[config.mk]
export PLATFORM = sky130hd
export DESIGN_NAME = program_loader
export DESIGN_NICKNAME = d
export VERILOG_FILES = /design/src/rtl/program_loader.sv
export SDC_FILE = /design/constraint.sdc
export NUM_CORES = 1
export LEC_CHECK = 0
export ABC_AREA = 0
export ABC_CLOCK_PERIOD_IN_PS = 5000
export BUFFER_PORTS_ARGS = -buffer_cell sky130_fd_sc_hd__buf_2
export CAP_MARGIN = 0
export CORE_ASPECT_RATIO = 0.5
export CORE_MARGIN = 2
export CORE_UTILIZATION = 40
export CTS_BUF_LIST = sky130_fd_sc_hd__clkbuf_16
export CTS_CLUSTER_SIZE = 14
export DETAILED_ROUTE_END_ITERATION = 16
export PLACE_DENSITY_LB_ADDON = 0.05
export SETUP_SLACK_MARGIN = 0.15
export SLEW_MARGIN = 20
export SYNTH_ARGS = -nofsm -noshare
export SYNTH_HDL_FRONTEND = slang
export SYNTH_SLANG_ARGS = --single-unit
export TNS_END_PERCENT = 10
[constraint.sdc]
create_clock -name clock -period 5 [get_ports clock]
set_clock_uncertainty 0.1 [all_clocks]
set_input_delay 0.75 -clock clock [delete_from_list [all_inputs] [get_ports clock]]
set_output_delay 0.75 -clock clock [all_outputs]
set_load 0.02 [all_outputs]
[src/rtl/program_loader.sv]
// program_loader
//   Receives a byte-serial program (high byte of each word first), packs it
//   into a MEM_DEPTH x DATA_WIDTH word memory, then releases the core to run.
//   The core shares the same memory through a combinational read port and a
//   write port that is only honoured once the program is loaded.
//
// Ports
//   clock, reset          sole clock, synchronous active-high reset
//   load_valid/ready      byte handshake; a byte moves when both are high
//   load_byte, load_last  program byte and end-of-program marker
//   core_addr             core address (read always, write in RUN/DONE)
//   core_write(_data)     core write strobe and data
//   core_read_data        mem[core_addr], zero-cycle latency
//   core_halted           core has executed HALT
//   start_execution       registered, high exactly while running
//   words_loaded          words written by the loader (0..MEM_DEPTH)
//   done, load_error      terminal status flags
//
// state     | meaning
// ----------+----------------------------------------------------------
// LOAD_HI   | waiting for the high byte of the next word
// LOAD_LO   | high byte latched, waiting for the low byte
// RUN       | program loaded, core executing
// DONE      | core halted; held until reset
// ERROR     | odd byte count or overflow; held until reset
module program_loader #(
   parameter int DATA_WIDTH = 16,
   parameter int ADDR_WIDTH = 5,
   parameter int MEM_DEPTH  = 32
) (
   input  logic                  clock,
   input  logic                  reset,
   input  logic                  load_valid,
   output logic                  load_ready,
   input  logic [7:0]            load_byte,
   input  logic                  load_last,
   input  logic [ADDR_WIDTH-1:0] core_addr,
   input  logic                  core_write,
   input  logic [DATA_WIDTH-1:0] core_write_data,
   output logic [DATA_WIDTH-1:0] core_read_data,
   input  logic                  core_halted,
   output logic                  start_execution,
   output logic [ADDR_WIDTH:0]   words_loaded,
   output logic                  done,
   output logic                  load_error
);

   typedef enum logic [2:0] {
      S_LOAD_HI = 3'd0,
      S_LOAD_LO = 3'd1,
      S_RUN     = 3'd2,
      S_DONE    = 3'd3,
      S_ERROR   = 3'd4
   } state_t;

   localparam logic [ADDR_WIDTH:0] DEPTH_W = (ADDR_WIDTH+1)'(MEM_DEPTH);
   localparam logic [ADDR_WIDTH:0] ONE_W   = (ADDR_WIDTH+1)'(1);

   state_t                 state_q, state_d;
   logic [ADDR_WIDTH:0]    wr_ptr_q, wr_ptr_d;
   logic [7:0]             hi_q, hi_d;
   logic                   start_q, start_d;
   logic [DATA_WIDTH-1:0]  mem_q [MEM_DEPTH];

   logic                   mem_we;
   logic [ADDR_WIDTH-1:0]  mem_waddr;
   logic [DATA_WIDTH-1:0]  mem_wdata;
   logic                   accept;

   assign accept = load_valid & load_ready;

   // state register
   always_ff @(posedge clock) begin
      if (reset) begin
         state_q  <= S_LOAD_HI;
         wr_ptr_q <= '0;
         hi_q     <= '0;
         start_q  <= 1'b0;
      end else begin
         state_q  <= state_d;
         wr_ptr_q <= wr_ptr_d;
         hi_q     <= hi_d;
         start_q  <= start_d;
      end
   end

   always_ff @(posedge clock) begin
      if (reset) begin
         for (int i = 0; i < MEM_DEPTH; i++) begin
            mem_q[i] <= '0;
         end
      end else if (mem_we) begin
         mem_q[mem_waddr] <= mem_wdata;
      end
   end

   // next-state and memory write selection
   always_comb begin
      state_d   = state_q;
      wr_ptr_d  = wr_ptr_q;
      hi_d      = hi_q;
      mem_we    = 1'b0;
      mem_waddr = wr_ptr_q[ADDR_WIDTH-1:0];
      mem_wdata = DATA_WIDTH'({hi_q, load_byte});
      case (state_q)
         S_LOAD_HI: begin
            if (accept) begin
               // a word can never start on the final byte, and a full
               // memory cannot take another word
               if ((wr_ptr_q == DEPTH_W) || load_last) begin
                  state_d = S_ERROR;
               end else begin
                  hi_d    = load_byte;
                  state_d = S_LOAD_LO;
               end
            end
         end
         S_LOAD_LO: begin
            if (accept) begin
               mem_we   = 1'b1;
               wr_ptr_d = wr_ptr_q + ONE_W;
               state_d  = load_last ? S_RUN : S_LOAD_HI;
            end
         end
         S_RUN: begin
            mem_we    = core_write;
            mem_waddr = core_addr;
            mem_wdata = core_write_data;
            if (core_halted) begin
               state_d = S_DONE;
            end
         end
         S_DONE: begin
            mem_we    = core_write;
            mem_waddr = core_addr;
            mem_wdata = core_write_data;
         end
         S_ERROR: begin
            state_d = S_ERROR;
         end
         default: begin
            state_d = S_ERROR;
         end
      endcase
      start_d = (state_d == S_RUN);
   end

   // outputs
   always_comb begin
      load_ready = (state_q == S_LOAD_HI) || (state_q == S_LOAD_LO);
      done       = (state_q == S_DONE);
      load_error = (state_q == S_ERROR);
   end

   assign start_execution = start_q;
   assign words_loaded    = wr_ptr_q;
   assign core_read_data  = mem_q[core_addr];

endmodule

# Word-level counts from Yosys, hierarchy flattened
# Memories as Yosys holds them, arrays and structs flattened.
# Cells that the tools add are included.
[word_totals]
register_bits = 18
mem_bits_rw = 512
output_inout_bits = 26
n_memories = 1
[op_classes]
addsub = 1
n_eq_ne = 6
mux = 18
bitwise = 2
n_reduce_logical = 7
[memory_table]
columns = ["name", "depth", "word_bits", "rd", "rd_clocked_by_memory_dff", "write_ports", "line", "source"]
rows = [
  ["mem_q", 32, 16, 1, 0, 32, "63", "logic [DATA_WIDTH-1:0] mem_q [MEM_DEPTH];"],
]
[ops]
columns = ["op", "n"]
rows = [
  ["$mux 16", 2],
  ["$reduce_or 16->1", 1],
  ["$mux 3", 4],
  ["$pmux 3 s4", 1],
  ["$mux 5", 2],
  ["$eq 3x2->1 const B", 3],
  ["$mux 1", 7],
  ["$add 6x1->6 const B", 1],
  ["$eq 6x6->1 const B", 1],
  ["$eq 3x1->1 const B", 1],
  ["$eq 3x3->1 const B", 1],
  ["$logic_not 3->1", 1],
  ["$reduce_and 3->1", 1],
  ["$logic_or 1x1->1", 2],
  ["$mux 2", 1],
  ["$pmux 1 s2", 1],
  ["$reduce_and 2->1", 1],
  ["$reduce_or 2->1", 1],
  ["$and 1x1->1", 1],
  ["$not 1->1", 1],
]

# Logic depth before layout (Yosys ltp)
# Gate-level depths: netlist of the first run.
[depth]
ltp_word = 10
depth_mapped = 9
mapped_depth_nobuf = 6

# Worst setup path before layout of the first run
# No wires, ideal clock.
[synth_path]
path_type = "in2out"
startpoint = "input core_addr[1]"
endpoint = "output core_read_data[10]"
t_arrival_ns = 2.179
slack_ns = 1.971
cell_stages = 8
path_cell_list = "buf_2 buf_2 buf_2 buf_2 mux2i_1 a21oi_1 nand3_1 nand3_1"
[synth_between]
elab_chain_cells = 1
[synth_lines]
columns = ["item", "line", "source"]
rows = [
  ["start, declared", "37", "input logic [ADDR_WIDTH-1:0] core_addr,"],
  ["$mem_v2 32x16", "n/a", ""],
  ["end, declared", "40", "output logic [DATA_WIDTH-1:0] core_read_data,"],
]
# No other way between the ends.

# Worst setup path in the final report of the first run
[layout_path]
startpoint = "input core_addr[1]"
endpoint = "output core_read_data[9]"
# Same word-level chain as after synthesis.

==> results of run 1 <==
layout make-up:
class,count,area [um2]
Fill cell,5366,32200
Sequential cell,530,15740
Multi-Input combinational cell,1215,7518
Clock buffer,51,1276
Tap cell,780,975.9
Timing Repair Buffer,119,803.3
Clock inverter,40,434.2
Inverter,5,18.77
registers in the layout, summed over array words and instances, names as in the netlist:
name / flops
mem_q: 512
hi_q: 8
words_loaded: 6
state_q: 3
start_execution: 1
worst max path at each step:
stage / cells after the start / slack, ps / start / to
4_1_cts: 7 / 830 / core_addr[1] / core_read_data[10]
6_report: 7 / 730 / core_addr[1] / core_read_data[9]
3_3_place_gp: 7 / 800 / core_addr[1] / core_read_data[10]
5_1_grt: 7 / 750 / core_addr[1] / core_read_data[9]
3_5_place_dp: 7 / 830 / core_addr[1] / core_read_data[10]
2_1_floorplan: 8 / 1970 / core_addr[1] / core_read_data[10]
tightest hold or removal path: stages:
cell                      delay [ps]
sky130_fd_sc_hd__buf_2           110
sky130_fd_sc_hd__mux2i_1          70
sky130_fd_sc_hd__nor2_1           80
metrics by stage:
stage,std cells,power [W],cell area [um2],utilization,hold WS (ps)
after floorplan,1910,0.005585,23780,-,359.6
after global placement,2649,0.005918,25050,0.4248,409.8
after detailed placement,2649,0.005927,25050,0.4249,438.5
after CTS,2740,0.009976,26760,0.4539,315.6
after global routing,2740,0.01020,26760,0.4539,337.2
final,2740,0.009905,26760,0.4539,342.9
placed cells by master, fill, tap and decap left out, drive strengths merged, types with 3 or more instances in the layout:
| master | count |
|---|---|
| a21oi | 55 |
| inv | 15 |
| a31oi | 19 |
| xnor2 | 3 |
| nor3b | 3 |
| clkinv | 20 |
| buf | 119 |
| nor3 | 21 |
| a22o | 32 |
| o21ai | 3 |
| dfxtp | 18 |
| clkbuf | 51 |
| and2 | 3 |
| nor2b | 4 |
| nand3b | 3 |
| nand2 | 91 |
| edfxtp | 512 |
| nand3 | 55 |
| nand2b | 35 |
| a22oi | 48 |
| nor2 | 539 |
| mux2 | 4 |
| mux2i | 283 |
| bufinv | 10 |
power by group:
group	internal (W)	switching (W)	total, W
sequential	0.00500	0.0000460	0.00505
combinational	0.000229	0.000549	0.000778
clock	0.00236	0.00172	0.00408
routing by layer:
metal / share of wire / wire length (um) / GRT usage / up-vias
li1: - / - / - / 6846
met1: 0.44 / 31100 / 0.3133 / 7725
met2: 0.47 / 32970 / 0.3705 / 433
met3: 0.071 / 5020 / 0.05457 / 94
met4: 0.019 / 1324 / 0.04831 / 2
met5: 0.0017 / 120 / 0.01413 / -
cells by family (layout without fill, tap and decap cells):
family,after synthesis,in the layout,share of synthesized area
xor+xnor,4,4,0.001474
simple gates,762,762,0.1365
compound gates,160,160,0.04604
mux,287,287,0.1210
buf+inv,165,215,0.03210
flops,530,530,0.6618
fa+ha+maj,2,2,0.001052
==> out/qor.txt, run 1 <==
Total clock buffers created by CTS: 51
Maximum number of pins on one net before global-route repair: 87
Type of the tightest min-delay check: in2reg
Required time at the endpoint of the critical path: 4150 ps
Number of synthesized flops with an enable pin: 512
Clock Tree Root: sky130_fd_sc_hd__clkbuf_16
Setup-failing EPs final: 0
Sum Neg Setup Slack: 0 ps
Initial antenna violation count: 0
Slowest cell on the critical path: sky130_fd_sc_hd__buf_8
Layout cell share with drive strength beyond 1: 0.1332
Areal power density over the cells: 370.1 nW/um2
First-pass GRT wire length: 101900 um
Syn-to-layout area delta: 12.56%
Routed via count divided by cell count: 5.511
Family with the most delay on the worst path: buffers and inverters
Number of buffers inserted for hold repair after clock tree synthesis: 0
Number of remaining DRC errors: 0
Total number of nets in the final design: 1959
Slack of the worst reg-to-reg path: 1240 ps
Post-synth top area share: 0.6466
Endpoint of the worst hold path: hi_q[0]
Most frequent cell after synthesis: sky130_fd_sc_hd__nor2_1
Grt ovf: 0
Number of sinks driven by the clock tree: 530
Final critical path time including I/O delays and setup: 4269 ps
Longest Clk Path Bufs: 3
Leading cell types by total area after synthesis: sky130_fd_sc_hd__edfxtp_1 (65%), sky130_fd_sc_hd__mux2i_1 (12%), sky130_fd_sc_hd__nor2_1 (8.5%)
Post-synthesis instance total: 1910
Post-layout worst setup margin: 731.2 ps
Maximum clock rate: 234.3 MHz
TritonCTS clock tree: built
Clock Pin Slew Worst Setup and Hold Paths: 60 ps
Global-route usage over all layers: 0.2287
Routed WL: 70540 um
Cts repair resizes: 0
Register bit total from synthesis: 530
Die Outline Area: 61530 um2
Sequential fraction of the synthesis area: 0.6618
Destination of the worst register-to-register timing path: mem_q[9][13]
Worst Setup Path Type: in2out
Synth Warn #: 0
Ys flop type: sky130_fd_sc_hd__edfxtp_1
Worst IR drop on VDD: 213.4 uV
Post-route clock period utilization: 0.8538
Delay of the slowest critical-path stage: 610 ps
Hold path startpoint: load_byte[0]
Status: completed
Iteration count of the initial detailed-routing pass: 8
RSZ-0062 raised after global routing: false
# rows: 63
Async set-or-reset flop fraction in the synthesized netlist: 0
Count of H-tree levels built during CTS: 2
R2R depth: 4
Commonest cells in the synthesized netlist: sky130_fd_sc_hd__nor2_1 (536), sky130_fd_sc_hd__edfxtp_1 (512), sky130_fd_sc_hd__mux2i_1 (283), sky130_fd_sc_hd__buf_2 (94), sky130_fd_sc_hd__nand2_1 (61)
Synthesized netlist net count: 1947
Number of stages on the worst hold path: 3
Cell accounting for the most synthesized area: sky130_fd_sc_hd__edfxtp_1
Ports placed on the boundary: 61
Detail-routed net length per standard cell: 25.74 um
Number of global-route vias before repair: 15200
Detailed placer's ending HPWL: 43830 um
Minimum setup slack after placement: 829.0 ps
Number of I/O port buffers: 60
Die Span X: 348.8 um
Number of max-slew violations in the final report: 0
Count of endpoints failing hold in the final timing report: 0
Count of cell types in the netlist: 42
Kind of capture point of the worst setup path: primary output
Post-synthesis cell area: 23780 um2
RR Startpoint: state_q[1]
Relative slew slack: 0.2745
Signal arrival time at the worst endpoint: 3420 ps
Buffers inserted by post-CTS timing repair: 0
Cell Chain, Critical Path: buf_8 -> buf_12 -> mux2i_1 -> nand2_1 -> a31oi_1 -> nand3_1 -> buf_2
Max-Cap Viols: 0
Core box area: 58960 um2
Post-synthesis average cell area: 12.45 um2
Via count: 15100
WP buf/inv: 3
DIE HEIGHT: 176.4 um
Diode insertion count for antenna repair: 0
GP Congestion: 0.8224
Maximum net fanout on the critical path: 86
Starting density of the core: 0.4033
Worst Max-Slew Pin Slew: 1065 ps
Insertion delay of the later-clocked pin in the worst-skew pair: 590 ps
Static power due to leakage: 9.838 nW
Crit path launch type: primary input
Antenna viol nets, final: 0
Violation count after the first detailed-route iteration: 1237
Power figures use the tool's default switching activity.
==> run 2, diff against run 1 <==
- ABC_AREA: 0 -> 1
==> out/qor.txt, run 2 <==
Areal power density over the cells: 353.6 nW/um2
Post-synthesis average cell area: 9.702 um2
Cts repair resizes: 0
Status: completed
Number of buffers inserted for hold repair after clock tree synthesis: 0
Iteration count of the initial detailed-routing pass: 5
Worst Setup Path Type: in2out
Most frequent cell after synthesis: sky130_fd_sc_hd__nand2_1
Type of the tightest min-delay check: in2reg
Top cell by count, worst path: sky130_fd_sc_hd__nand2_1
Design Power: 0.009835 W
Delay of the slowest critical-path stage: 530 ps
Ports placed on the boundary: 61
Sequential fraction of the synthesis area: 0.6301
Required time at the endpoint of the critical path: 4150 ps
Post-route clock period utilization: 0.7788
Via count: 19060
Relative contribution of the clock network to total power: 0.391
Sum Neg Setup Slack: 0 ps
Largest reg by FF count: mem_q
Post-synth top area share: 0.6156
Post-synthesis instance total: 2574
TritonCTS clock tree: built
Worst hold margin: 361.2 ps
Count of cell types in the netlist: 36
# rows: 64
Starting density of the core: 0.4066
Setup-failing EPs final: 0
Insertion delay of the later-clocked pin in the worst-skew pair: 590 ps
Highest-utilization routing layer at the global route stage: met1
Combinational group share of total power: 0.096
Worst IR drop on VDD: 223.1 uV
First-pass GRT wire length: 125100 um
Signal arrival time at the worst endpoint: 3040 ps
Kind of capture point of the worst setup path: primary output
Synthesized netlist net count: 2611
Number of global-route vias before repair: 18450
Die Span X: 357.4 um
Register bit total from synthesis: 530
Maximum number of pins on one net before global-route repair: 97
Number of synthesized flops with an enable pin: 512
Longest Clk Path Bufs: 3
Family with the most delay on the worst path: buffers and inverters
Diode insertion count for antenna repair: 0
Detailed placer's ending HPWL: 48280 um
Cell Chain, Critical Path: clkbuf_8 -> inv_8 -> buf_4 -> nand2_1 -> nand3_1 -> nand3_1 -> nand2_1 -> nand2_1 -> nand2_1 -> nand2_1 -> nand2_1 -> buf_2
Leading cell types in the layout, fill and taps excluded: sky130_fd_sc_hd__nand2_1 (762), sky130_fd_sc_hd__edfxtp_1 (512), sky130_fd_sc_hd__nand3_1 (397)
Static power due to leakage: 10.31 nW
Synth Warn #: 0
Final critical path time including I/O delays and setup: 3894 ps
Worst Max-Slew Pin Slew: 1037 ps
Number of remaining DRC errors: 0
Max-Cap Viols: 0
Slowest cell on the critical path: sky130_fd_sc_hd__inv_8
Detail-routed net length per standard cell: 24.53 um
GRT met2 Usage: 0.3776
Maximum clock rate: 256.8 MHz
WP buf/inv: 4
DIE HEIGHT: 180.7 um
Crit path launch type: primary input
Routed WL: 83340 um
Relative slew slack: 0.3071
Max FFs per register: 512
Commonest non-fill, non-tap cell in the layout: sky130_fd_sc_hd__nand2_1
Net switching power: 0.002545 W
Async set-or-reset flop fraction in the synthesized netlist: 0
Clock Pin Slew Worst Setup and Hold Paths: 60 ps
Layout cell share with drive strength beyond 1: 0.1081
Initial antenna violation count: 0
RSZ-0062 raised after global routing: false
Syn-to-layout area delta: 11.36%
Count of H-tree levels built during CTS: 2
Number of max-slew violations in the final report: 0
Global-route usage over all layers: 0.2609
Total number of nets in the final design: 2567
Die Outline Area: 64570 um2
Total clock buffers created by CTS: 51
Ys flop type: sky130_fd_sc_hd__edfxtp_1
Post-synthesis cell area: 24970 um2
Maximum net fanout on the critical path: 86
Fillers: 5870
Clock Tree Root: sky130_fd_sc_hd__clkbuf_16
Violation count after the first detailed-route iteration: 2087
Switch share: 0.2588
Number of sinks driven by the clock tree: 530
Met3 capacity usage during global routing: 0.04182
Slack of the worst reg-to-reg path: 1450 ps
Routed via count divided by cell count: 5.609
Internal Pwr Total: 0.007290 W
Cell accounting for the most synthesized area: sky130_fd_sc_hd__edfxtp_1
Buffers inserted by post-CTS timing repair: 0
Sequential share of power: 0.513
Number of I/O port buffers: 60
Grt ovf: 0
Antenna viol nets, final: 0
GP Congestion: 0.8153
Count of endpoints failing hold in the final timing report: 0
Core box area: 61420 um2
Fraction of met1 tracks used by global routing: 0.4072
Leading cell types by total area after synthesis: sky130_fd_sc_hd__edfxtp_1 (62%), sky130_fd_sc_hd__nand2_1 (11%), sky130_fd_sc_hd__nand3_1 (8.0%)
Commonest cells in the synthesized netlist: sky130_fd_sc_hd__nand2_1 (762), sky130_fd_sc_hd__edfxtp_1 (512), sky130_fd_sc_hd__nand3_1 (400), sky130_fd_sc_hd__nor2_1 (280), sky130_fd_sc_hd__nor3_1 (243)
-- run 2: per-stage QoR --
step	std cells	area (um2)	utilization	worst slack [ps]
2_1_floorplan	2574	24970	-	1572
3_3_place_gp	3301	26200	0.4265	1066
3_5_place_dp	3301	26200	0.4265	1058
4_1_cts	3396	27780	0.4524	1122
5_1_grt	3397	27810	0.4528	917.1
6_report	3397	27810	0.4528	1106
-- run 2: final cells by class --
cell class,count,area (um2),area share
Clock inverter,42,261.5,0.009403
Timing Repair Buffer,133,992.2,0.03568
Tap cell,825,1032,0.03712
Sequential cell,530,15740,0.5658
Multi-Input combinational cell,1785,8332,0.2996
Clock buffer,53,1326,0.04769
Inverter,29,131.4,0.004724
-- run 2: logic make-up after synthesis --
logic type	after synthesis	synth area share
muxes	16	0.006413
and+or+nand+nor	1727	0.3061
buffers and inverters	259	0.04584
AOI/OAI and AO/OA	40	0.01057
adders and majority gates	2	0.001002
DFF	530	0.6301
-- run 2: path summary, 6_finish.rpt --
path,cells past startpoint,end,startpoint
max,12,core_read_data[13],core_addr[0]
max reg2reg,7,mem_q[25][3],state_q[2]
min reg2reg,2,hi_q[3],hi_q[3]
min,3,hi_q[7],load_byte[7]
-- run 2: per-layer routing --
metal / share of wire / wire, um
met5: 0 / 0
met4: 0.022 / 1842
met3: 0.079 / 6564
met2: 0.43 / 35890
met1: 0.47 / 39040
-- run 2: tightest hold or removal path, cell delays in order --
cell	delay, ps
sky130_fd_sc_hd__buf_2	120
sky130_fd_sc_hd__nand3_1	80
sky130_fd_sc_hd__a21oi_1	60
-- run 2: power groups by stage --
stage,logic [W],clock network [W],registers (W)
2_1_floorplan,0.000537,0,0.00513
3_3_place_gp,0.000944,0,0.00514
3_5_place_dp,0.000944,0,0.00514
4_1_cts,0.000945,0.00389,0.00505
5_1_grt,0.00102,0.00408,0.00506
6_report,0.000949,0.00384,0.00505
